File: src/rtl/clk_ratio_meter.sv
// Measures period and high time of an asynchronous divided clock in ref_clk cycles.
// Optional odd/even duty symmetry check enabled by defining MEAS_DUTY_CHK_EN.
module clk_ratio_meter #(
  parameter int CNT_W       = 16,
  parameter int SYNC_STAGES = 2
) (
  input  logic             ref_clk,
  input  logic             rst,
  input  logic             meas_En,
  input  logic             Meas_Clk,
  output logic [CNT_W-1:0] Meas_rat,
  output logic [CNT_W-1:0] High_cnt,
  output logic             meas_valid,
  output logic             meas_ovf,
  output logic             Duty_err
);

  // state | meaning
  // IDLE  | disabled, counters cleared, results held
  // ARM   | waiting for the first rising edge
  // MEAS  | counting a period, capture on each rising edge
  typedef enum logic [1:0] {IDLE, ARM, MEAS} state_t;

  localparam logic [CNT_W-1:0] CNT_MAX = {CNT_W{1'b1}};

  state_t state_q, state_d;

  logic [SYNC_STAGES-1:0] sync_q;
  logic                   s, s_d, rise;
  logic [CNT_W-1:0]       per_cnt, hi_cnt;

  logic cnt_clr, cnt_load, cnt_inc, hi_inc, cap, ovf_hit;

  assign s    = sync_q[SYNC_STAGES-1];
  assign rise = s & ~s_d;

  // The synchronizer runs regardless of meas_En so edges are clean on re-enable.
  always_ff @(posedge ref_clk or posedge rst) begin
    if (rst) begin
      sync_q <= '0;
      s_d    <= 1'b0;
    end else begin
      sync_q <= {sync_q[SYNC_STAGES-2:0], Meas_Clk};
      s_d    <= s;
    end
  end

  always_ff @(posedge ref_clk or posedge rst) begin
    if (rst) state_q <= IDLE;
    else     state_q <= state_d;
  end

  always_comb begin
    state_d  = state_q;
    cnt_clr  = 1'b0;
    cnt_load = 1'b0;
    cnt_inc  = 1'b0;
    hi_inc   = 1'b0;
    cap      = 1'b0;
    ovf_hit  = 1'b0;
    if (!meas_En) begin
      state_d = IDLE;
      cnt_clr = 1'b1;
    end else begin
      case (state_q)
        IDLE: begin
          state_d = ARM;
          cnt_clr = 1'b1;
        end
        ARM: begin
          // Counting here too, so a stuck input still flags overflow.
          if (rise) begin
            cnt_load = 1'b1;
            state_d  = MEAS;
          end else if (per_cnt == CNT_MAX) begin
            ovf_hit = 1'b1;
            cnt_clr = 1'b1;
          end else begin
            cnt_inc = 1'b1;
          end
        end
        MEAS: begin
          if (rise) begin
            cap      = 1'b1;
            cnt_load = 1'b1;
          end else if (per_cnt == CNT_MAX) begin
            ovf_hit = 1'b1;
            cnt_clr = 1'b1;
            state_d = ARM;
          end else begin
            cnt_inc = 1'b1;
            hi_inc  = s;
          end
        end
        default: begin
          state_d = IDLE;
          cnt_clr = 1'b1;
        end
      endcase
    end
  end

  always_ff @(posedge ref_clk or posedge rst) begin
    if (rst) begin
      per_cnt <= '0;
      hi_cnt  <= '0;
    end else if (cnt_clr) begin
      per_cnt <= '0;
      hi_cnt  <= '0;
    end else if (cnt_load) begin
      per_cnt <= CNT_W'(1);
      hi_cnt  <= CNT_W'(1);
    end else if (cnt_inc) begin
      per_cnt <= per_cnt + CNT_W'(1);
      if (hi_inc) hi_cnt <= hi_cnt + CNT_W'(1);
    end
  end

  always_ff @(posedge ref_clk or posedge rst) begin
    if (rst) begin
      Meas_rat   <= '0;
      High_cnt   <= '0;
      meas_valid <= 1'b0;
      meas_ovf   <= 1'b0;
    end else begin
      meas_valid <= cap;
      if (cap) begin
        Meas_rat <= per_cnt;
        High_cnt <= hi_cnt;
      end
      if (!meas_En)     meas_ovf <= 1'b0;
      else if (ovf_hit) meas_ovf <= 1'b1;
    end
  end

`ifdef MEAS_DUTY_CHK_EN
  logic [CNT_W:0] two_hi, per_x, duty_diff;
  logic           duty_bad;

  // Extra bit keeps 2*high from wrapping.
  always_comb begin
    two_hi    = {hi_cnt, 1'b0};
    per_x     = {1'b0, per_cnt};
    duty_diff = (two_hi >= per_x) ? (two_hi - per_x) : (per_x - two_hi);
    duty_bad  = (duty_diff > (CNT_W+1)'(1));
  end

  always_ff @(posedge ref_clk or posedge rst) begin
    if (rst)      Duty_err <= 1'b0;
    else if (cap) Duty_err <= duty_bad;
  end
`else
  assign Duty_err = 1'b0;
`endif

endmodule
File: config.mk
export PLATFORM = sky130hd
export DESIGN_NAME = clk_ratio_meter
export DESIGN_NICKNAME = d
export VERILOG_FILES = /design/src/rtl/clk_ratio_meter.sv
export SDC_FILE = /design/constraint.sdc
export NUM_CORES = 1
export LEC_CHECK = 0
export CAP_MARGIN = 0
export CORE_UTILIZATION = 40
export DETAILED_ROUTE_END_ITERATION = 12
export GPL_TIMING_DRIVEN = 0
export PLACE_DENSITY_LB_ADDON = 0.08
export SLEW_MARGIN = 25
export SYNTH_ARGS = -nofsm -noshare
export SYNTH_HDL_FRONTEND = slang
export SYNTH_SLANG_ARGS = --single-unit
export TNS_END_PERCENT = 20
File: constraint.sdc
create_clock -name ref_clk -period 3 [get_ports ref_clk]
set_input_delay 0.45 -clock ref_clk [delete_from_list [all_inputs] [get_ports ref_clk]]
set_output_delay 0.45 -clock ref_clk [all_outputs]
set_load 0.01 [all_outputs]
### After elaboration in Yosys (flattened, before gate mapping)

Index checks and enable logic that the tools add are counted.
W data, S select, Z words.

* register bits after elaboration: 71
* bits of input ports: 4
* logic and storage cells: 59
* output and inout bits: 35

* equal/unequal tests: 7
* bitwise gates (word level): 2
* reductions and logical operators: 6
* $add $sub $neg: 2
* mux-type cells: 33

Operators with widths (number)
* $mux W16: 7
* $add A16 B1 Y16 const B: 2
* $mux W1: 21
* $eq A16 B16 Y1 const B: 1
* $ne A3 B3 Y1 const B: 3
* $mux W2: 4
* $pmux W2 S3: 1
* $reduce_bool A3 Y1: 2
* $reduce_and A3 Y1: 1
* $eq A2 B1 Y1 const B: 1
* $eq A2 B2 Y1 const B: 1
* $logic_not A2 Y1: 1
* $ne A2 B1 Y1 const B: 1
* $reduce_and A2 Y1: 1
* $reduce_or A2 Y1: 1
* $and A1 B1 Y1: 1
* $not A1 Y1: 1

### Longest topological paths before layout

Gate-level depths: netlist of the first run.

* word-level depth: 9
* depth in mapped cells: 8
* gate-level depth less buffers: 6

### Least setup slack after synthesis of the first run

Ideal clock, no wire load.

* kind: reg2reg
* from: register per_cnt[0]
* to: register state_q[1]
* data required time: 2871 ps
* setup time: 129 ps
* clock period less this slack: 2089 ps
* setup slack: 911 ps
* arrival: 1960 ps
* buffers on the path: 1
* cell stages (with the launch flop): 7
* path through: dfrtp_1 > ha_1 > nand4_2 > or4_1 > buf_2 > and3_4 > o41a_1

* word-level cells in the longest chain between the ends: 3

RTL lines
* from (decl): RTL line 30 `logic [CNT_W-1:0] per_cnt, hi_cnt;`
* from (signal assigned): RTL line 114 `per_cnt <= per_cnt + CNT_W'(1);`
* $eq A16 B16 Y1: RTL line 86 `end else if (per_cnt == CNT_MAX) begin`
* $ne A3 B3 Y1 (no source line)
* $reduce_and A3 Y1 (no source line)
* to (signal assigned): RTL line 50 `else state_q <= state_d;`
* to (decl): RTL line 26 `state_t state_q, state_d;`

Every way passes these cells.
A chain may end at the register's enable or synchronous reset.

### Worst setup path after layout of the first run

* from: register per_cnt[0]
* to: register hi_cnt[11]

* word-level cells in the longest chain between the ends: 7
* elaborated cells on any way between the ends: 17
* classes of those cells: eq/ne: 1; mux: 13; reduce/logical: 3

RTL lines
* $eq A16 B16 Y1 (*): RTL line 75, 86
* $mux W1 (on tied branches): RTL line 75, 86
* $mux W1 (on tied branches): RTL line 72, 83
* $mux W1 (on tied branches)
* $mux W1: RTL line 61 `if (!meas_En) begin`
* $reduce_bool A3 Y1 (no source line)
* $reduce_and A2 Y1 (no source line)
* to (signal assigned): RTL line 115 `if (hi_inc) hi_cnt <= hi_cnt + CNT_W'(1);`
* to (decl): RTL line 30

Every way passes the cells marked *; elsewhere a longest branch is shown, timed or not.

==> results of run 1 <==
report_power, final:
group	internal (W)	switching, W
clock network	0.000411	0.000379
registers	0.000988	0.0000358
logic	0.000125	0.000210
metal layers:
metal	vias to the layer above	wire, um	share of wire, %
li1	1177	-	-
met4	0	60	0.84
met5	-	0	0
met1	1238	3700	52
met3	4	208	2.9
met2	45	3200	45
cell usage in the layout, fill, tap and decap left out, drive strengths merged, types with 9 or more instances in the layout:
| master | synthesis | routed |
|---|---|---|
| clkbuf | 13 | 23 |
| nand3b | 14 | 14 |
| xnor2 | 9 | 9 |
| o21ai | 9 | 9 |
| nand2 | 12 | 12 |
| nor2 | 16 | 16 |
| clkdlybuf4s50 | 0 | 37 |
| nand3 | 29 | 29 |
| a21oi | 15 | 15 |
| nand4 | 10 | 10 |
| mux2 | 29 | 29 |
| dfrtp | 71 | 71 |
| mux2i | 13 | 13 |
state kept, by name, summed over array words and instances (netlist names):
register	cells
hi_cnt	16
sync_q	2
Meas_rat	16
s_d	1
meas_valid	1
meas_ovf	1
High_cnt	16
per_cnt	16
state_q	2
worst min path at each step:
stage	start	end	slack, ns	depth (start not counted)
after CTS	sync_q[0]	sync_q[1]	0.36	0
final	sync_q[0]	sync_q[1]	0.36	0
after global routing	sync_q[0]	sync_q[1]	0.37	0
after detailed placement	sync_q[0]	sync_q[1]	0.34	0
after floorplan	sync_q[0]	sync_q[1]	0.33	0
after global placement	sync_q[0]	sync_q[1]	0.34	0
layout make-up:
class / count / area [sq um] / share of cell area (%)
buffer: 18 / 82.6 / 2.02
sequential: 71 / 1780 / 43.5
clock buffer: 10 / 138 / 3.37
timing repair buffer: 38 / 398 / 9.74
multi-input combinational: 205 / 1460 / 35.8
clock inverter: 6 / 68.8 / 1.68
inverter: 7 / 28.8 / 0.704
tap: 105 / 131 / 3.21
metrics by stage:
stage | setup WS, ns | instance area [sq um] | std cells | hold slack [ns] | util, %
finish | 0.599 | 4090 | 460 | 0.362 | 50.0
global placement | -0.551 | 3850 | 443 | 0.343 | 47.1
CTS | 0.582 | 4090 | 460 | 0.363 | 50.0
floorplan | 0.753 | 3350 | 301 | 0.331 | -
global route | 0.375 | 4090 | 460 | 0.366 | 50.0
detailed placement | 0.398 | 3880 | 444 | 0.336 | 47.5
cells in the mapped netlist (2+ instances only):
cell	number	area [sq um]
nor4_1	3	18.8
nor3_1	3	15.0
nand3_1	29	145
clkbuf_1	13	48.8
and3_1	6	37.5
nor2_1	16	60.1
nand4_1	9	56.3
dfrtp_1	71	1780
buf_2	3	15.0
inv_1	7	26.3
nand3b_1	14	105
mux2i_1	13	130
xor2_1	2	17.5
ha_1	6	75.1
a21oi_1	15	75.1
or3_1	3	18.8
xnor2_1	9	78.8
a211oi_1	7	52.6
nand2_1	12	45.0
nand2b_1	2	12.5
mux2_2	29	327
o21ai_0	9	45.0
or4_1	2	15.0
cells by family after synthesis:
| logic type | Yosys count |
|---|---|
| AO/OA/AOI/OAI | 38 |
| XOR/XNOR | 11 |
| adder cells (fa/ha/maj) | 6 |
| buffers and inverters | 25 |
| flip-flops | 71 |
| multiplexers | 42 |
| other | 1 |
| AND/OR/NAND/NOR | 107 |
==> impl_metrics.csv, run 1 <==
group,metric,value,unit
status,status,"completed",
setup_path,r2r_cells,7,
timing,setup_tns,0,ns
layout,areaGrowthSynthToFinish,22.0,%
place,gp_congestion,0.811,
grt,track_usage,18.0,%
drt,viasPerCell,5.36,
grt,grt_overflow,0,
synth,synth.ff_latch_count,71,
setup_path,crit_buf_inv,2,
grt,met3_usage,4.07,%
worst_hold_path,hp-class,"flip-flop to flip-flop",
grt,grt_pass1_wl,12100,um
layout,final_layout_size_suffix_gt1_share,15.5,%
power_and_ir_drop,cellPowerDensity,526,nW/um^2
flow_run,max_cap_violations,0,
cts,cts.clk_slew.worst_paths,0.08,ns
drt,drcViolationCount,0,
layout,num-fill-cells,784,
floorplanning,rows,33,
synth,synth_top_family_by_area,"simple AND/OR/NAND/NOR gates",
timing,rsz0062_at_grt,"no",
cts,numCtsBuffers,9,
setup_path,cp.depth,7,
timing,worst_pin_slew,0.696,ns
setup_path,crit_type,"flip-flop to flip-flop",
synth,synth_nets,311,
floorplanning,die_w,93.5,um
floorplanning,coreArea,8180,sq um
synth,yosys.area_share.simple,17.8,%
drt,drtIter0Drc,96,
synth,ys.flop_type,"dfrtp_1",
synth,avgSynthCellArea,11.1,sq um
floorplanning,io_pins,39,
grt,antenna_found_initial,0,
setup_path,cp.required,3.26,ns
synth,synth.distinct_cells,41,
timing,relSlewSlack,53.6,%
place,port_buffers,37,
layout,antenna_cells,0,
power_and_ir_drop,power,0.00215,W
cts,cts_max_level,3,
drt,vias,2464,
setup_path,end_kind,"flip-flop",
setup_path,crit_slowest_cell,"or4_1",
drt,dr.pass1.iters,4,
synth,yosys.area_share.xor_xnor,2.88,%
setup_path,worstSetupStartpoint,"per_cnt[0]",
synth,synthMuxAreaShare,13.6,%
setup_path,cp.arrival,2.66,ns
synth,yosys_warnings,0,
cts,root_buffer,"clkbuf_8",
cts,cts_setup_buffers,0,
timing,setup_viol,0,
timing,finalClockSkew,0.0103,ns
synth,synth_edf_count,0,
synth,syn_inst,301,
cts,cts.sinks,71,
setup_path,reg2reg_slack,0.60,ns
layout,nNetsFinal,360,
floorplanning,die_area,8740,sq um
cts,clock_latency,0.34,ns
grt,top_usage_layer,"met1",
timing,hold_viol_final,0,
power_and_ir_drop,leakage,1.72,nW
synth,synth_compound_area_share,6.99,%
cts,cts_tree,"done",
place,hpwl,4920,um
grt,met1_usage,26.8,%
cts,ctsHoldBuffers,0,
setup_path,cpPeakStageDelay,0.55,ns
grt,grt_max_degree,43,
timing,drv_slew,0,
setup_path,critPathLaunchType,"flip-flop",
setup_path,r2r-end,"hi_cnt[11]",
grt,met2_usage,26.2,%
setup_path,cp_cell_sequence,"ha_1 -> nand4_2 -> or4_1 -> buf_2 -> clkbuf_1 -> a21oi_1 -> mux2i_1",
timing,max_freq,0.417,GHz
timing,finalCriticalPeriod,2.40,ns
setup_path,critPathMaxFanout,10,
floorplanning,initial_utilization,41.0,%
floorplanning,die_h,93.5,um
drt,drt-total-wl,7170,um
grt,grt_pass1_vias,2375,
synth,synth-async-reset-ratio,100,%
synth,synth_fa_ha_area_share,2.24,%
synth,syn_area,3350,sq um
synth,ys_seq_area_share,53.1,%
power_and_ir_drop,ir_worst_vdd,0.000266,V
cts,clk_path_buf_depth,2,
timing,period_share,80.0,%
setup_path,reg2reg_from,"per_cnt[0]",
drt,final_antenna_net_count,0,
setup_path,crit_end,"hi_cnt[11]",
cts,cts_resized,0,
setup_path,cp_top_family,"simple AND/OR/NAND/NOR gates",
drt,wl_per_cell,15.6,um
Note: power is estimated with default switching activity, not from simulation.
==> run 2: changes to the inputs <==
==> constraint.sdc (replaced) <==
create_clock -name ref_clk -period 2.25 [get_ports ref_clk]
set_input_delay 0.3375 -clock ref_clk [delete_from_list [all_inputs] [get_ports ref_clk]]
set_output_delay 0.3375 -clock ref_clk [all_outputs]
set_load 0.01 [all_outputs]
==> run 2 against run 1 <==
  * Global-route usage up 0.12 points
  * Sequential share of layout area down 1.0 points
  * Sequential power up 34%
  * Cell area up 2.5%
  * Register-to-register slack worse by 0.47 ns
  * First-iteration DRC count unchanged
  * Critical path depth unchanged
  * Non-clock buffer count up 2
  * Flip-flop and latch count unchanged
  * Clock-buffer cell count unchanged
  * Die area unchanged
  * Critical path type unchanged
  * Largest power group unchanged
==> impl_metrics.csv, run 2 (same netlist as run 1, synthesis figures left out) <==
group,metric,value,unit
drt,drt-total-wl,7200,um
layout,utilization,51.2,%
layout,final_layout_size_suffix_gt1_share,22.1,%
layout,final_cells,462,
setup_path,crit_buf_inv,2,
setup_path,cp.depth,7,
drt,dr.max_layer_used,"met4",
layout,layout_commonest_cell,"dfrtp_1",
timing,setup_ws,0.132,ns
cts,cts_max_level,3,
setup_path,r2r-end,"hi_cnt[9]",
timing,max_freq,0.472,GHz
grt,track_usage,18.1,%
timing,period_share,94.1,%
drt,dr.pass1.iters,4,
power_and_ir_drop,ir_worst_vdd,0.000355,V
status,status,"completed",
place,port_buffers,37,
flow_run,max_cap_violations,0,
timing,rsz0062_at_grt,"yes",
drt,final_antenna_net_count,0,
place,gp_congestion,0.811,
setup_path,worstSetupStartpoint,"state_q[0]",
floorplanning,coreArea,8180,sq um
drt,drtIter0Drc,96,
place,hpwl,4920,um
setup_path,reg2reg_from,"state_q[0]",
floorplanning,die_area,8740,sq um
setup_path,reg2reg_slack,0.13,ns
setup_path,crit_type,"flip-flop to flip-flop",
grt,grt_max_degree,43,
place,place_ws,-0.239,ns
timing,worst_pin_slew,0.500,ns
drt,wl_met2,3280,um
setup_path,crit_slowest_cell,"dfrtp_1",
drt,wl_per_cell,15.6,um
cts,cts.clk_slew.worst_paths,0.08,ns
layout,areaGrowthSynthToFinish,25.1,%
drt,viasPerCell,5.35,
setup_path,cp_top_family,"compound AO/OA/AOI/OAI gates",
timing,hold_viol_final,0,
setup_path,crit_end,"hi_cnt[9]",
drt,met3_length,281,um
worst_hold_path,hp-class,"primary input to asynchronous set/reset pin",
setup_path,critPathLaunchType,"flip-flop",
setup_path,critPathMaxFanout,10,
grt,grt_overflow,0,
power_and_ir_drop,power_frac_seq,47.2,%
floorplanning,die_h,93.5,um
power_and_ir_drop,power.share.clock,36.4,%
layout,layout_common_cells,"70 x dfrtp_1, 37 x clkdlybuf4s50_1, 29 x mux2_2",
floorplanning,io_pins,39,
timing,drv_slew,0,
cts,cts_tree,"done",
cts,clock_latency,0.34,ns
drt,wirelength_met1,3570,um
place,place_inst,444,
timing,relSlewSlack,66.4,%
setup_path,cpPeakStageDelay,0.40,ns
setup_path,end_kind,"flip-flop",
grt,grt_pass1_wl,12200,um
timing,finalClockSkew,0.00750,ns
drt,vias,2471,
grt,grt_pass1_vias,2395,
timing,setup_viol,0,
layout,num-fill-cells,767,
power_and_ir_drop,leakage,1.75,nW
floorplanning,initial_utilization,41.0,%
power_and_ir_drop,swShare,29.4,%
cts,numCtsBuffers,9,
setup_path,cp.required,2.47,ns
setup_path,r2r_cells,7,
cts,cts.sinks,71,
cts,clk_path_buf_depth,2,
timing,finalCriticalPeriod,2.12,ns
floorplanning,rows,33,
layout,antenna_cells,0,
grt,antenna_found_initial,0,
floorplanning,die_w,93.5,um
power_and_ir_drop,cellPowerDensity,693,nW/um^2
cts,root_buffer,"clkbuf_8",
power_and_ir_drop,p_comb_share,16.4,%
drt,drcViolationCount,0,
power_and_ir_drop,p_sw,0.000853,W
power_and_ir_drop,p_int,0.00205,W
layout,nNetsFinal,362,
setup_path,cp.arrival,2.34,ns
setup_path,cp_cell_sequence,"inv_1 -> ha_1 -> nand2b_1 -> a21oi_2 -> clkbuf_2 -> a211oi_1 -> mux2i_1",
-- run 2: changes by cell type in the layout (fill, tap and decap cells not counted), moves of 3 or more --
cell,before,now
a211oi_1,7,3
buf_4,1,4
a21oi_2,0,6
a211oi_2,0,4
clkbuf_2,0,4
clkbuf_1,13,5
buf_2,3,6
a21oi_1,15,9
-- run 2: timing repair --
item,4_1_cts,5_1_grt
resized for setup,13,17
setup endpoints to repair,41,56
hold buffers,0,0
setup buffers,0,2
pin swaps,0,1
-- run 2: stage by stage --
step                      hold slack [ns]  TNS [ns]  total power, W  area, sq um
after floorplan                     0.331         0         0.00170         3350
after global routing                0.360   -0.0563         0.00306         4190
final                               0.334         0         0.00290         4190
after detailed placement            0.336     -4.92         0.00184         3880
after CTS                           0.337         0         0.00291         4120
after global placement              0.343    -88.97         0.00182         3850
-- run 2: worst min path at each step --
stage,startpoint,to,slack (ns),cells past startpoint
after detailed placement,sync_q[0],sync_q[1],0.34,0
after global placement,sync_q[0],sync_q[1],0.34,0
final,rst,Meas_rat[4],0.33,2
after CTS,rst,Meas_rat[4],0.34,2
after global routing,rst,Meas_rat[4],0.36,2
after floorplan,sync_q[0],sync_q[1],0.33,0
-- run 2: worst reg2reg max path: cells and delay by family (launching register included) --
family	cells	cell delay [ns]
compound gates	2	0.47
flops	1	0.40
mux	1	0.14
buf+inv	2	0.45
fa+ha+maj	1	0.29
simple gates	1	0.24
-- run 2: final cells by class --
class	instances	area [sq um]	share of cell area, %
sequential	71	1780	42.4
multi-input combinational	205	1540	36.7
tap	105	131	3.14
buffer	18	95.1	2.27
inverter	7	28.8	0.687
timing repair buffer	40	413	9.86
clock buffer	10	138	3.29
clock inverter	6	68.8	1.64
-- run 2: power groups by stage --
stage / Sequential [W] / Clock (W) / Combinational (W)
floorplan: 0.00138 / 0 / 0.000315
global placement: 0.00139 / 0 / 0.000434
detailed placement: 0.00139 / 0 / 0.000449
CTS: 0.00137 / 0.00109 / 0.000458
global route: 0.00138 / 0.00113 / 0.000548
finish: 0.00137 / 0.00105 / 0.000476
-- run 2: per-layer routing --
metal  vias to the layer above  GRT usage [%]
li1                       1182              -
met1                      1238           26.7
met2                        45           26.7
met3                         6           4.07
met4                         0           5.00
met5                         -              0
==> run 3: changes to the inputs <==
--- a/config.mk
+++ b/config.mk
@@ -6,7 +6,7 @@
 export NUM_CORES = 1
 export LEC_CHECK = 0
 export CAP_MARGIN = 0
-export CORE_UTILIZATION = 40
+export CORE_UTILIZATION = 47
 export DETAILED_ROUTE_END_ITERATION = 12
 export GPL_TIMING_DRIVEN = 0
 export PLACE_DENSITY_LB_ADDON = 0.08
@@ -14,4 +14,3 @@
 export SYNTH_ARGS = -nofsm -noshare
 export SYNTH_HDL_FRONTEND = slang
 export SYNTH_SLANG_ARGS = --single-unit
-export TNS_END_PERCENT = 20
==> run 3 against run 2 <==
  * Clock power decreased by 19%
  * Final cell count is 2.4% lower
  * Die area decreased by 15%
  * Sequential power about the same
  * Largest cell class unchanged
==> impl_metrics.csv, run 3 (same netlist as run 1, synthesis figures left out) <==
group,metric,value,unit
setup_path,critPathMaxFanout,8,
timing,hold_ws,0.313,ns
floorplanning,initial_utilization,49.0,%
cts,clk_path_buf_depth,2,
drt,drcViolationCount,0,
drt,vias,2444,
timing,hold_viol_final,0,
power_and_ir_drop,ir_worst_vdd,0.000316,V
power_and_ir_drop,power,0.00271,W
drt,viasPerCell,5.42,
cts,ctsHoldBuffers,0,
cts,cts.clk_slew.worst_paths,0.07,ns
setup_path,crit_type,"flip-flop to flip-flop",
grt,grt_overflow,0,
setup_path,cp.required,2.46,ns
power_and_ir_drop,cellPowerDensity,655,nW/um^2
layout,antenna_cells,0,
cts,cts_max_level,3,
timing,period_share,91.9,%
layout,final_layout_size_suffix_gt1_share,20.3,%
setup_path,cp.arrival,2.28,ns
floorplanning,die_h,86.4,um
grt,grt_pass1_wl,11500,um
floorplanning,die_w,86.4,um
grt,track_usage,20.2,%
layout,final_area,4130,sq um
timing,finalClockSkew,0.00817,ns
cts,clock_latency,0.33,ns
setup_path,critPathLaunchType,"flip-flop",
place,port_buffers,37,
floorplanning,rows,30,
flow_run,max_cap_violations,0,
drt,final_antenna_net_count,0,
drt,drtIter0Drc,169,
drt,drt-total-wl,6810,um
place,hpwl,4610,um
cts,root_buffer,"clkbuf_8",
status,status,"completed",
layout,nNetsFinal,361,
cts,cts_tree,"done",
cts,numCtsBuffers,9,
worst_hold_path,hp-class,"primary input to asynchronous set/reset pin",
place,dpl-instance-area,3870,sq um
timing,finalCriticalPeriod,2.07,ns
place,gp_congestion,0.826,
grt,grt_max_degree,50,
drt,wl_per_cell,15.1,um
cts,cts.sinks,71,
layout,layout_commonest_cell,"dfrtp_1",
power_and_ir_drop,leakage,1.73,nW
grt,grt_pass1_vias,2270,
timing,setup_viol,0,
floorplanning,io_pins,39,
timing,max_freq,0.483,GHz
floorplanning,die_area,7460,sq um
drt,dr.pass1.iters,4,
floorplanning,coreArea,6830,sq um
setup_path,end_kind,"flip-flop",
layout,utilization,60.5,%
layout,layout_common_cells,"69 x dfrtp_1, 37 x clkdlybuf4s50_1, 29 x mux2_2",
timing,drv_slew,0,
grt,antenna_found_initial,0,
layout,areaGrowthSynthToFinish,23.4,%
-- run 3: area by class of cell --
cell class	count	area [sq um]
Buffer	18	97.6
Clock buffer	14	153
Clock inverter	1	5.00
Fill cell	610	2700
Inverter	7	28.8
Multi-Input combinational cell	205	1540
Sequential cell	71	1780
Tap cell	96	120
Timing Repair Buffer	39	405
-- run 3: worst paths after layout --
kind | start | depth (start not counted) | slack (ns) | end
min reg2reg | sync_q[0] | 0 | 0.35 | sync_q[1]
max in group asynchronous | rst | 3 | 1.39 | per_cnt[1]
min | rst | 2 | 0.31 | Meas_rat[3]
min in group ref_clk | sync_q[0] | 0 | 0.35 | sync_q[1]
max | per_cnt[6] | 5 | 0.18 | state_q[1]
max reg2reg | per_cnt[6] | 5 | 0.18 | state_q[1]
-- run 3: worst max-delay path, stage by stage, from the launching register on --
cell	delay, ns
dfrtp_1	0.40
nand3_1	0.24
or4_4	0.56
buf_4	0.17
and3_4	0.17
o41a_1	0.41
-- run 3: metrics by stage --
stage / setup TNS [ns] / cells / setup WS [ns]
2_1_floorplan: 0 / 301 / 0.116
3_3_place_gp: -82.63 / 434 / -1.12
3_5_place_dp: -4.29 / 435 / -0.249
4_1_cts: 0 / 450 / 0.0168
5_1_grt: -0.00416 / 451 / -0.00416
6_report: 0 / 451 / 0.182
-- run 3: per-layer routing --
layer	GRT usage [%]	routed length, um	vias up
li1	-	-	1185
met3	5.33	295	4
met1	29.8	3490	1203
met5	0	0	-
met2	27.9	2970	52
met4	8.48	51	0
-- run 3: timing repair --
action | in CTS | in global routing
resized for setup | 15 | 17
endpoints found under the setup margin | 43 | 55
buffers inserted | 0 | 1
pin swaps | 0 | 3
-- run 3: power breakdown --
group	total (W)	switching (W)	internal [W]
Combinational	0.000482	0.000301	0.000181
Clock	0.000853	0.000428	0.000425
Sequential	0.00137	0.0000515	0.00132
Total	0.00271	0.000780	0.00193
